<file path="src/rtl/bf_row_loader_pkg.sv">
// Shared constants and state encoding for the Bellman-Ford row loader.
package bf_row_loader_pkg;

  localparam int DEF_LANES    = 8;
  localparam int DEF_DATA_W   = 32;
  localparam int DEF_ADDR_W   = 10;
  localparam int DEF_NUM_ROWS = 8;

  typedef enum logic [2:0] {
    ST_IDLE  = 3'd0,
    ST_LOAD  = 3'd1,
    ST_WRITE = 3'd2,
    ST_START = 3'd3,
    ST_RUN   = 3'd4
  } state_e;

  // Counter width able to hold n-1, never narrower than one bit.
  function automatic int cnt_w(input int n);
    return (n > 1) ? $clog2(n) : 1;
  endfunction

endpackage

</file>
<file path="src/rtl/bf_row_loader_if.sv">
// Host stream, processing-block and row-memory signals of the row loader.
interface bf_row_loader_if
  import bf_row_loader_pkg::*;
#(
  parameter int LANES  = DEF_LANES,
  parameter int DATA_W = DEF_DATA_W,
  parameter int ADDR_W = DEF_ADDR_W
);
  logic                    load_req;
  logic                    host_valid;
  logic [DATA_W-1:0]       host_data;
  logic                    host_ready;
  logic                    pb_start;
  logic                    pb_finish;
  logic                    pb_write_enable;
  logic [ADDR_W-1:0]       pb_write_address;
  logic [LANES*DATA_W-1:0] pb_wdata;
  logic                    mem_we;
  logic [ADDR_W-1:0]       mem_addr;
  logic [LANES*DATA_W-1:0] mem_wdata;
  logic                    busy;
  logic                    done;

  modport slave (
    input  load_req, host_valid, host_data, pb_finish,
           pb_write_enable, pb_write_address, pb_wdata,
    output host_ready, pb_start, mem_we, mem_addr, mem_wdata, busy, done
  );

  modport master (
    output load_req, host_valid, host_data, pb_finish,
           pb_write_enable, pb_write_address, pb_wdata,
    input  host_ready, pb_start, mem_we, mem_addr, mem_wdata, busy, done
  );
endinterface

</file>
<file path="src/rtl/bf_row_loader_packer.sv">
// Collects LANES accepted words into one row buffer; lane 0 holds the first word.
module bf_row_packer
  import bf_row_loader_pkg::*;
#(
  parameter int LANES  = DEF_LANES,
  parameter int DATA_W = DEF_DATA_W
) (
  input  logic                    clk,
  input  logic                    rst_global,
  input  logic                    accept,
  input  logic [DATA_W-1:0]       word,
  input  logic                    clear,
  output logic                    row_full,
  output logic [LANES*DATA_W-1:0] row_data
);
  localparam int LW = cnt_w(LANES);

  logic [LW-1:0] lane_q, lane_d;
  logic          lane_last;

  assign lane_last = (lane_q == LW'(LANES - 1));
  assign row_full  = accept & lane_last;

  always_comb begin
    lane_d = lane_q;
    if (clear) begin
      lane_d = '0;
    end else if (accept) begin
      lane_d = lane_last ? '0 : lane_q + 1'b1;
    end
  end

  always_ff @(posedge clk or negedge rst_global) begin
    if (!rst_global) lane_q <= '0;
    else             lane_q <= lane_d;
  end

  genvar gi;
  generate
    for (gi = 0; gi < LANES; gi++) begin : g_lane
      logic [DATA_W-1:0] word_q;

      always_ff @(posedge clk or negedge rst_global) begin
        if (!rst_global) begin
          word_q <= '0;
        end else if (accept && (lane_q == LW'(gi))) begin
          word_q <= word;
        end
      end

      assign row_data[gi*DATA_W +: DATA_W] = word_q;
    end
  endgenerate

endmodule

</file>
<file path="src/rtl/bf_row_loader.sv">
// Loads host words into the row memory row by row, starts the processing
// block, then lends it the memory write port until it finishes.
module bf_row_loader
  import bf_row_loader_pkg::*;
#(
  parameter int LANES    = DEF_LANES,
  parameter int DATA_W   = DEF_DATA_W,
  parameter int ADDR_W   = DEF_ADDR_W,
  parameter int NUM_ROWS = DEF_NUM_ROWS
) (
  input  logic         clk,
  input  logic         rst_global,
  bf_row_loader_if.slave bus
);
  localparam int RW = cnt_w(NUM_ROWS);

  state_e                  state_q, state_d;
  logic [RW-1:0]           row_q, row_d;
  logic                    done_q, done_d;
  logic                    accept;
  logic                    clear;
  logic                    row_full;
  logic                    row_last;
  logic [LANES*DATA_W-1:0] row_data;

  assign accept   = bus.host_valid & (state_q == ST_LOAD);
  assign clear    = (state_q == ST_IDLE) & bus.load_req;
  assign row_last = (row_q == RW'(NUM_ROWS - 1));

  bf_row_packer #(
    .LANES  (LANES),
    .DATA_W (DATA_W)
  ) u_packer (
    .clk        (clk),
    .rst_global (rst_global),
    .accept     (accept),
    .word       (bus.host_data),
    .clear      (clear),
    .row_full   (row_full),
    .row_data   (row_data)
  );

  always_ff @(posedge clk or negedge rst_global) begin
    if (!rst_global) begin
      state_q <= ST_IDLE;
      row_q   <= '0;
      done_q  <= 1'b0;
    end else begin
      state_q <= state_d;
      row_q   <= row_d;
      done_q  <= done_d;
    end
  end

  always_comb begin
    state_d = state_q;
    row_d   = row_q;
    done_d  = 1'b0;
    case (state_q)
      ST_IDLE: begin
        if (bus.load_req) begin
          state_d = ST_LOAD;
          row_d   = '0;
        end
      end
      ST_LOAD: begin
        if (row_full) state_d = ST_WRITE;
      end
      ST_WRITE: begin
        if (row_last) begin
          state_d = ST_START;
        end else begin
          state_d = ST_LOAD;
          row_d   = row_q + 1'b1;
        end
      end
      ST_START: state_d = ST_RUN;
      ST_RUN: begin
        if (bus.pb_finish) begin
          state_d = ST_IDLE;
          done_d  = 1'b1;
        end
      end
      default: state_d = ST_IDLE;
    endcase
  end

  // Outside RUN the memory port shows the loader's own row counter and buffer.
  always_comb begin
    bus.host_ready = 1'b0;
    bus.pb_start   = 1'b0;
    bus.mem_we     = 1'b0;
    bus.mem_addr   = ADDR_W'(row_q);
    bus.mem_wdata  = row_data;
    bus.busy       = (state_q != ST_IDLE);
    bus.done       = done_q;
    case (state_q)
      ST_LOAD:  bus.host_ready = 1'b1;
      ST_WRITE: bus.mem_we     = 1'b1;
      ST_START: bus.pb_start   = 1'b1;
      ST_RUN: begin
        bus.mem_we    = bus.pb_write_enable;
        bus.mem_addr  = bus.pb_write_address;
        bus.mem_wdata = bus.pb_wdata;
      end
      default: ;
    endcase
  end

endmodule

</file>
<file path="src/flat_wrapper.sv">
// flat-port wrapper written by rule: the top's interface ports become plain ports
module bf_row_loader_flat import bf_row_loader_pkg::*;
#(
  parameter int LANES    = DEF_LANES,
  parameter int DATA_W   = DEF_DATA_W,
  parameter int ADDR_W   = DEF_ADDR_W,
  parameter int NUM_ROWS = DEF_NUM_ROWS
)
  (clk, rst_global, bus_load_req, bus_host_valid, bus_host_data, bus_pb_finish, bus_pb_write_enable, bus_pb_write_address, bus_pb_wdata, bus_host_ready, bus_pb_start, bus_mem_we, bus_mem_addr, bus_mem_wdata, bus_busy, bus_done);
  bf_row_loader_if #(.LANES(LANES), .DATA_W(DATA_W), .ADDR_W(ADDR_W)) bus_i ();
  input  logic clk;
  input  logic rst_global;
  input wire logic [$bits(bus_i.load_req)-1:0] bus_load_req;
  input wire logic [$bits(bus_i.host_valid)-1:0] bus_host_valid;
  input wire logic [$bits(bus_i.host_data)-1:0] bus_host_data;
  input wire logic [$bits(bus_i.pb_finish)-1:0] bus_pb_finish;
  input wire logic [$bits(bus_i.pb_write_enable)-1:0] bus_pb_write_enable;
  input wire logic [$bits(bus_i.pb_write_address)-1:0] bus_pb_write_address;
  input wire logic [$bits(bus_i.pb_wdata)-1:0] bus_pb_wdata;
  output wire logic [$bits(bus_i.host_ready)-1:0] bus_host_ready;
  output wire logic [$bits(bus_i.pb_start)-1:0] bus_pb_start;
  output wire logic [$bits(bus_i.mem_we)-1:0] bus_mem_we;
  output wire logic [$bits(bus_i.mem_addr)-1:0] bus_mem_addr;
  output wire logic [$bits(bus_i.mem_wdata)-1:0] bus_mem_wdata;
  output wire logic [$bits(bus_i.busy)-1:0] bus_busy;
  output wire logic [$bits(bus_i.done)-1:0] bus_done;
  assign bus_i.load_req = bus_load_req;
  assign bus_i.host_valid = bus_host_valid;
  assign bus_i.host_data = bus_host_data;
  assign bus_i.pb_finish = bus_pb_finish;
  assign bus_i.pb_write_enable = bus_pb_write_enable;
  assign bus_i.pb_write_address = bus_pb_write_address;
  assign bus_i.pb_wdata = bus_pb_wdata;
  assign bus_host_ready = bus_i.host_ready;
  assign bus_pb_start = bus_i.pb_start;
  assign bus_mem_we = bus_i.mem_we;
  assign bus_mem_addr = bus_i.mem_addr;
  assign bus_mem_wdata = bus_i.mem_wdata;
  assign bus_busy = bus_i.busy;
  assign bus_done = bus_i.done;
  bf_row_loader #(.LANES(LANES), .DATA_W(DATA_W), .ADDR_W(ADDR_W), .NUM_ROWS(NUM_ROWS)) u_core (.clk(clk), .rst_global(rst_global), .bus(bus_i));
endmodule
</file>
<file path="config.mk">
export PLATFORM = sky130hd
export DESIGN_NAME = bf_row_loader_flat
export DESIGN_NICKNAME = d
export VERILOG_FILES = /design/src/rtl/bf_row_loader_pkg.sv /design/src/rtl/bf_row_loader_if.sv /design/src/rtl/bf_row_loader_packer.sv /design/src/rtl/bf_row_loader.sv /design/src/flat_wrapper.sv
export SDC_FILE = /design/constraint.sdc
export NUM_CORES = 1
export LEC_CHECK = 0
export CAP_MARGIN = 20
export CORE_AREA = 3 3 220 222
export CTS_CLUSTER_DIAMETER = 80
export DETAILED_ROUTE_END_ITERATION = 12
export DIE_AREA = 0 0 223 225
export PLACE_DENSITY = 0.66
export SETUP_SLACK_MARGIN = 0.3
export SLEW_MARGIN = 20
export SYNTH_ARGS = -nofsm -noshare
export SYNTH_HDL_FRONTEND = slang
export SYNTH_HIERARCHICAL = 1
export SYNTH_SLANG_ARGS = --single-unit
</file>
<file path="constraint.sdc">
create_clock -name clk -period 2.4 [get_ports clk]
set_clock_uncertainty 0.1 [all_clocks]
set_input_delay 0.48 -clock clk [delete_from_list [all_inputs] [get_ports clk]]
set_output_delay 0.48 -clock clk [all_outputs]
set_load 0.005 [all_outputs]
</file>
==> results.md <==
- Post-layout nets: ~1.8k
- Port Buf Inserts: around 570
- Unique masters post-synth: 28
- Largest net degree at the start of global routing: 65
- CTS tree: built
- Max clock buf depth: 3
- Final Power: 23.14 mW
- Clock share of power: a little under a fifth
- Main flop type after synthesis: dfrtp_1
- Design internal power: roughly 17 mW
- Reg2Reg Setup Slack: 0.19 ns
- Mapped Cells: 898
- CP Cell Sequence: nor3b_4 -> buf_6 -> buf_16 -> buf_4 -> mux2_2 -> clkdlybuf4s50_1
- Max incr delay on CP: 0.48 ns
- DRC viols: 0
- Seq pwr share: 35.0%
- Fill cells: 4,261
- Max-cap violation count: 0
- Top cells by area in the synthesized netlist: dfrtp_1, mux2_2, buf_4, buf_2, ha_1
- Setup-failing EPs final: 270
- All-Layer GR Usage: 17.16%
- Core footprint: about 0.047 sq mm
- Most frequent cells in the layout: clkdlybuf4s50_1, mux2_2, dfrtp_1
- CP delay by family, top: buffers and inverters
- Routed len/inst: 20.90 um
- Power density of the placed cells: 1087 mW/mm^2
- DP Worst Slack: -0.1695 ns
- Detail Placement HPWL: between 30,000 and 40,000 um
- CTS H-tree lvls: 1
- Vias per cell: 4.566
- Worst min-delay path category: input port to asynchronous set/reset pin
- Post-synth top area share: approximately half
- Crit path launch type: flip-flop
- Reg area: 0.006656 sq mm
- Crit. Startpoint: u_core/state_q[0]$_DFFE_PN0P_
- Layout cells sized above 1: 42.83%
- Combinational share of power: a little under half
- Final Cycle Share: 129.9%
- Gr ovfl total: 0
- Net Sw Frac: between 20% and 30%
- Peak supply drop: 0.5370 mV
- Final wirelength: around 45,000 um
- Sequential share of the synthesized area: 50.24%
- Status: finished, violations left
- Area growth from synthesis to layout: 60.70%
- Slew headroom: between 60% and 70%
- Unrepaired setup endpoints after global routing: yes
- Root buffer cell: clkbuf_16
- Num ports: 575
- Post-synth EDFFs: 0
- Initial drt markers: 300
- Placed Instance Area: 0.02018 sq mm
- Worst path bufs/invs: 4
- CTS Sinks: 266
- Worst Path Arrival: 2.54 ns
- Area of the multi-input gates: between 0.006 and 0.007 sq mm
- FF-to-FF Start: u_core/state_q[0]$_DFFE_PN0P_
- Critical Path End: bus_mem_wdata[67]
- Crit path kind: flip-flop to output pin
- Leakage: approximately 9 nW
- Diode count: 0
- Worst-Skew Late Latency: between 0.5 and 0.6 ns
- Most common cell after layout, fill and taps aside: clkdlybuf4s50_1
- Std cell rows: 79
- Synth Net Count: 1,210
- Synthesized cell area: 0.01325 sq mm
- Final Max Tran Viols: 0
- Worst endpoint required time: 1.82 ns
- Final ANT Viol Nets: 0
- Cells on worst reg2reg path: 8
- Sw power: about 6.5 mW
- R2r endpoint: u_core/u_packer/g_lane[4].word_q[13]$_DFFE_PN0P_
- Die area: ~0.05 sq mm
- CP endpoint kind: output pin
- Largest area contributor in the synthesized netlist: dfrtp_1
- Failing checks: negative setup slack
- Syn Area/Cell: 14.75 sq um
- FF+latch count, synth: 266
- Initial antenna violation count: 0
- Vias in the first global route: 10.74k
- Yosys warnings: 6
- Max Clock Freq: 0.3206 GHz
- Number of cells on the critical path: 6
- Num CTS Buffers: 29
- Die H: 225 um
- Clock transition at the registers of the reported paths: 0.06 ns
- Initial Util: 28.46%
- Minimum clock period: roughly 3.1 ns
- DR vias: about 10k
- Die width: about 220 um
- Post-synth ARST share: 100.0%
- First-pass GRT wire length: 66,730 um
- Slowest cell on crit path: clkdlybuf4s50_1
- Placer Congestion: 0.7850
- TritonRoute pass-1 iters: 4
- Max FO, Critical Path: 26
- Worst Max-Slew Pin Slew: 0.5903 ns
- Final WS setup: -0.7188 ns
- Fin area: 0.02129 sq mm
- Hold Vio Cnt, Final: 0
## layer usage
metal | share of wire [%] | up-vias | track usage (%) | routed length, um
li1 | - | 4533 | - | -
met1 | 40 | 4937 | 21.13 | 18170
met2 | 52 | 332 | 31.37 | 23540
met3 | 6.1 | 38 | 3.973 | 2732
met4 | 1.3 | 0 | 2.379 | 600
met5 | 0 | - | 0 | 0
## registers in the layout, summed over array words and instances (netlist names)
signal,flops
u_core/u_packer/g_lane.word_q,256
u_core/u_packer/lane_q,3
u_core/state_q,3
u_core/row_q,3
u_core/bus.done,1
## worst register-to-register path: cells and delay by family, from the launching register on
family / cells / cell delay [ns]
mux: 1 / 0.31
buf+inv: 4 / 0.62
simple gates: 3 / 0.63
flops: 1 / 0.39
## area by class of cell
cell class,instances,area share [%]
Tap cell,607,3.567
Clock buffer,39,3.820
Clock inverter,15,0.6758
Inverter,7,0.1234
Multi-Input combinational cell,570,29.48
Sequential cell,266,31.26
Timing Repair Buffer,651,31.07
## worst min-delay path by stage
stage	from	to	slack, ns	cells past startpoint
after detailed placement	rst_global	u_core/u_packer/g_lane[1].word_q[1]$_DFFE_PN0P_	0.37	1
after CTS	rst_global	u_core/u_packer/g_lane[1].word_q[1]$_DFFE_PN0P_	0.38	2
after global routing	rst_global	u_core/u_packer/g_lane[0].word_q[30]$_DFFE_PN0P_	0.36	2
after floorplan	rst_global	u_core/bus.done$_DFF_PN0_	0.08	0
after global placement	rst_global	u_core/u_packer/g_lane[1].word_q[1]$_DFFE_PN0P_	0.37	1
final	rst_global	u_core/u_packer/g_lane[1].word_q[1]$_DFFE_PN0P_	0.33	2
## stage by stage
| step | TNS, ns | utilization (%) | hold WS (ns) | std cells |
|---|---|---|---|---|
| after floorplan | 0 | - | 0.08441 | 898 |
| after global placement | -26.11 | 43.34 | 0.3708 | 2096 |
| after detailed placement | -29.86 | 43.34 | 0.3729 | 2096 |
| after CTS | -172.93 | 45.61 | 0.3792 | 2154 |
| after global routing | -191.19 | 45.73 | 0.3617 | 2155 |
| final | -163.79 | 45.73 | 0.3272 | 2155 |
## Yosys cell counts (3+ instances only)
cell type    n
dfrtp_1    266
nor2_1       6
nand3_1      3
buf_4       32
nand3b_2     3
and2_1       9
ha_1         8
mux2_2     516
buf_2       21
a21oi_1      3
inv_1        7
## power groups by stage
stage | clock network, mW | logic, mW | registers [mW]
finish | 4.37 | 10.7 | 8.10
CTS | 4.50 | 10.9 | 8.15
global route | 4.70 | 11.5 | 8.36
detailed placement | 0 | 11.0 | 8.22
global placement | 0 | 10.9 | 8.19
floorplan | 0 | 5.08 | 7.38
## cell families (layout without fill, tap and decap cells)
family          after synthesis  after routing  synth area share, %
simple gates                 35             35                1.728
mux                         517            517                43.93
fa+ha+maj                     8              8               0.7555
buf+inv                      62            712                2.862
flops                       266            266                50.24
compound gates               10             10               0.4817
## timing repair
item                                    CTS  global route
hold endpoints to repair                 52             0
resized for setup                       113            25
cloned                                    1             0
pin swaps                                 1             0
setup buffers                             2             1
endpoints found under the setup margin  403           527
hold buffers                              1             0
Note: power is estimated with default switching activity, not from simulation.
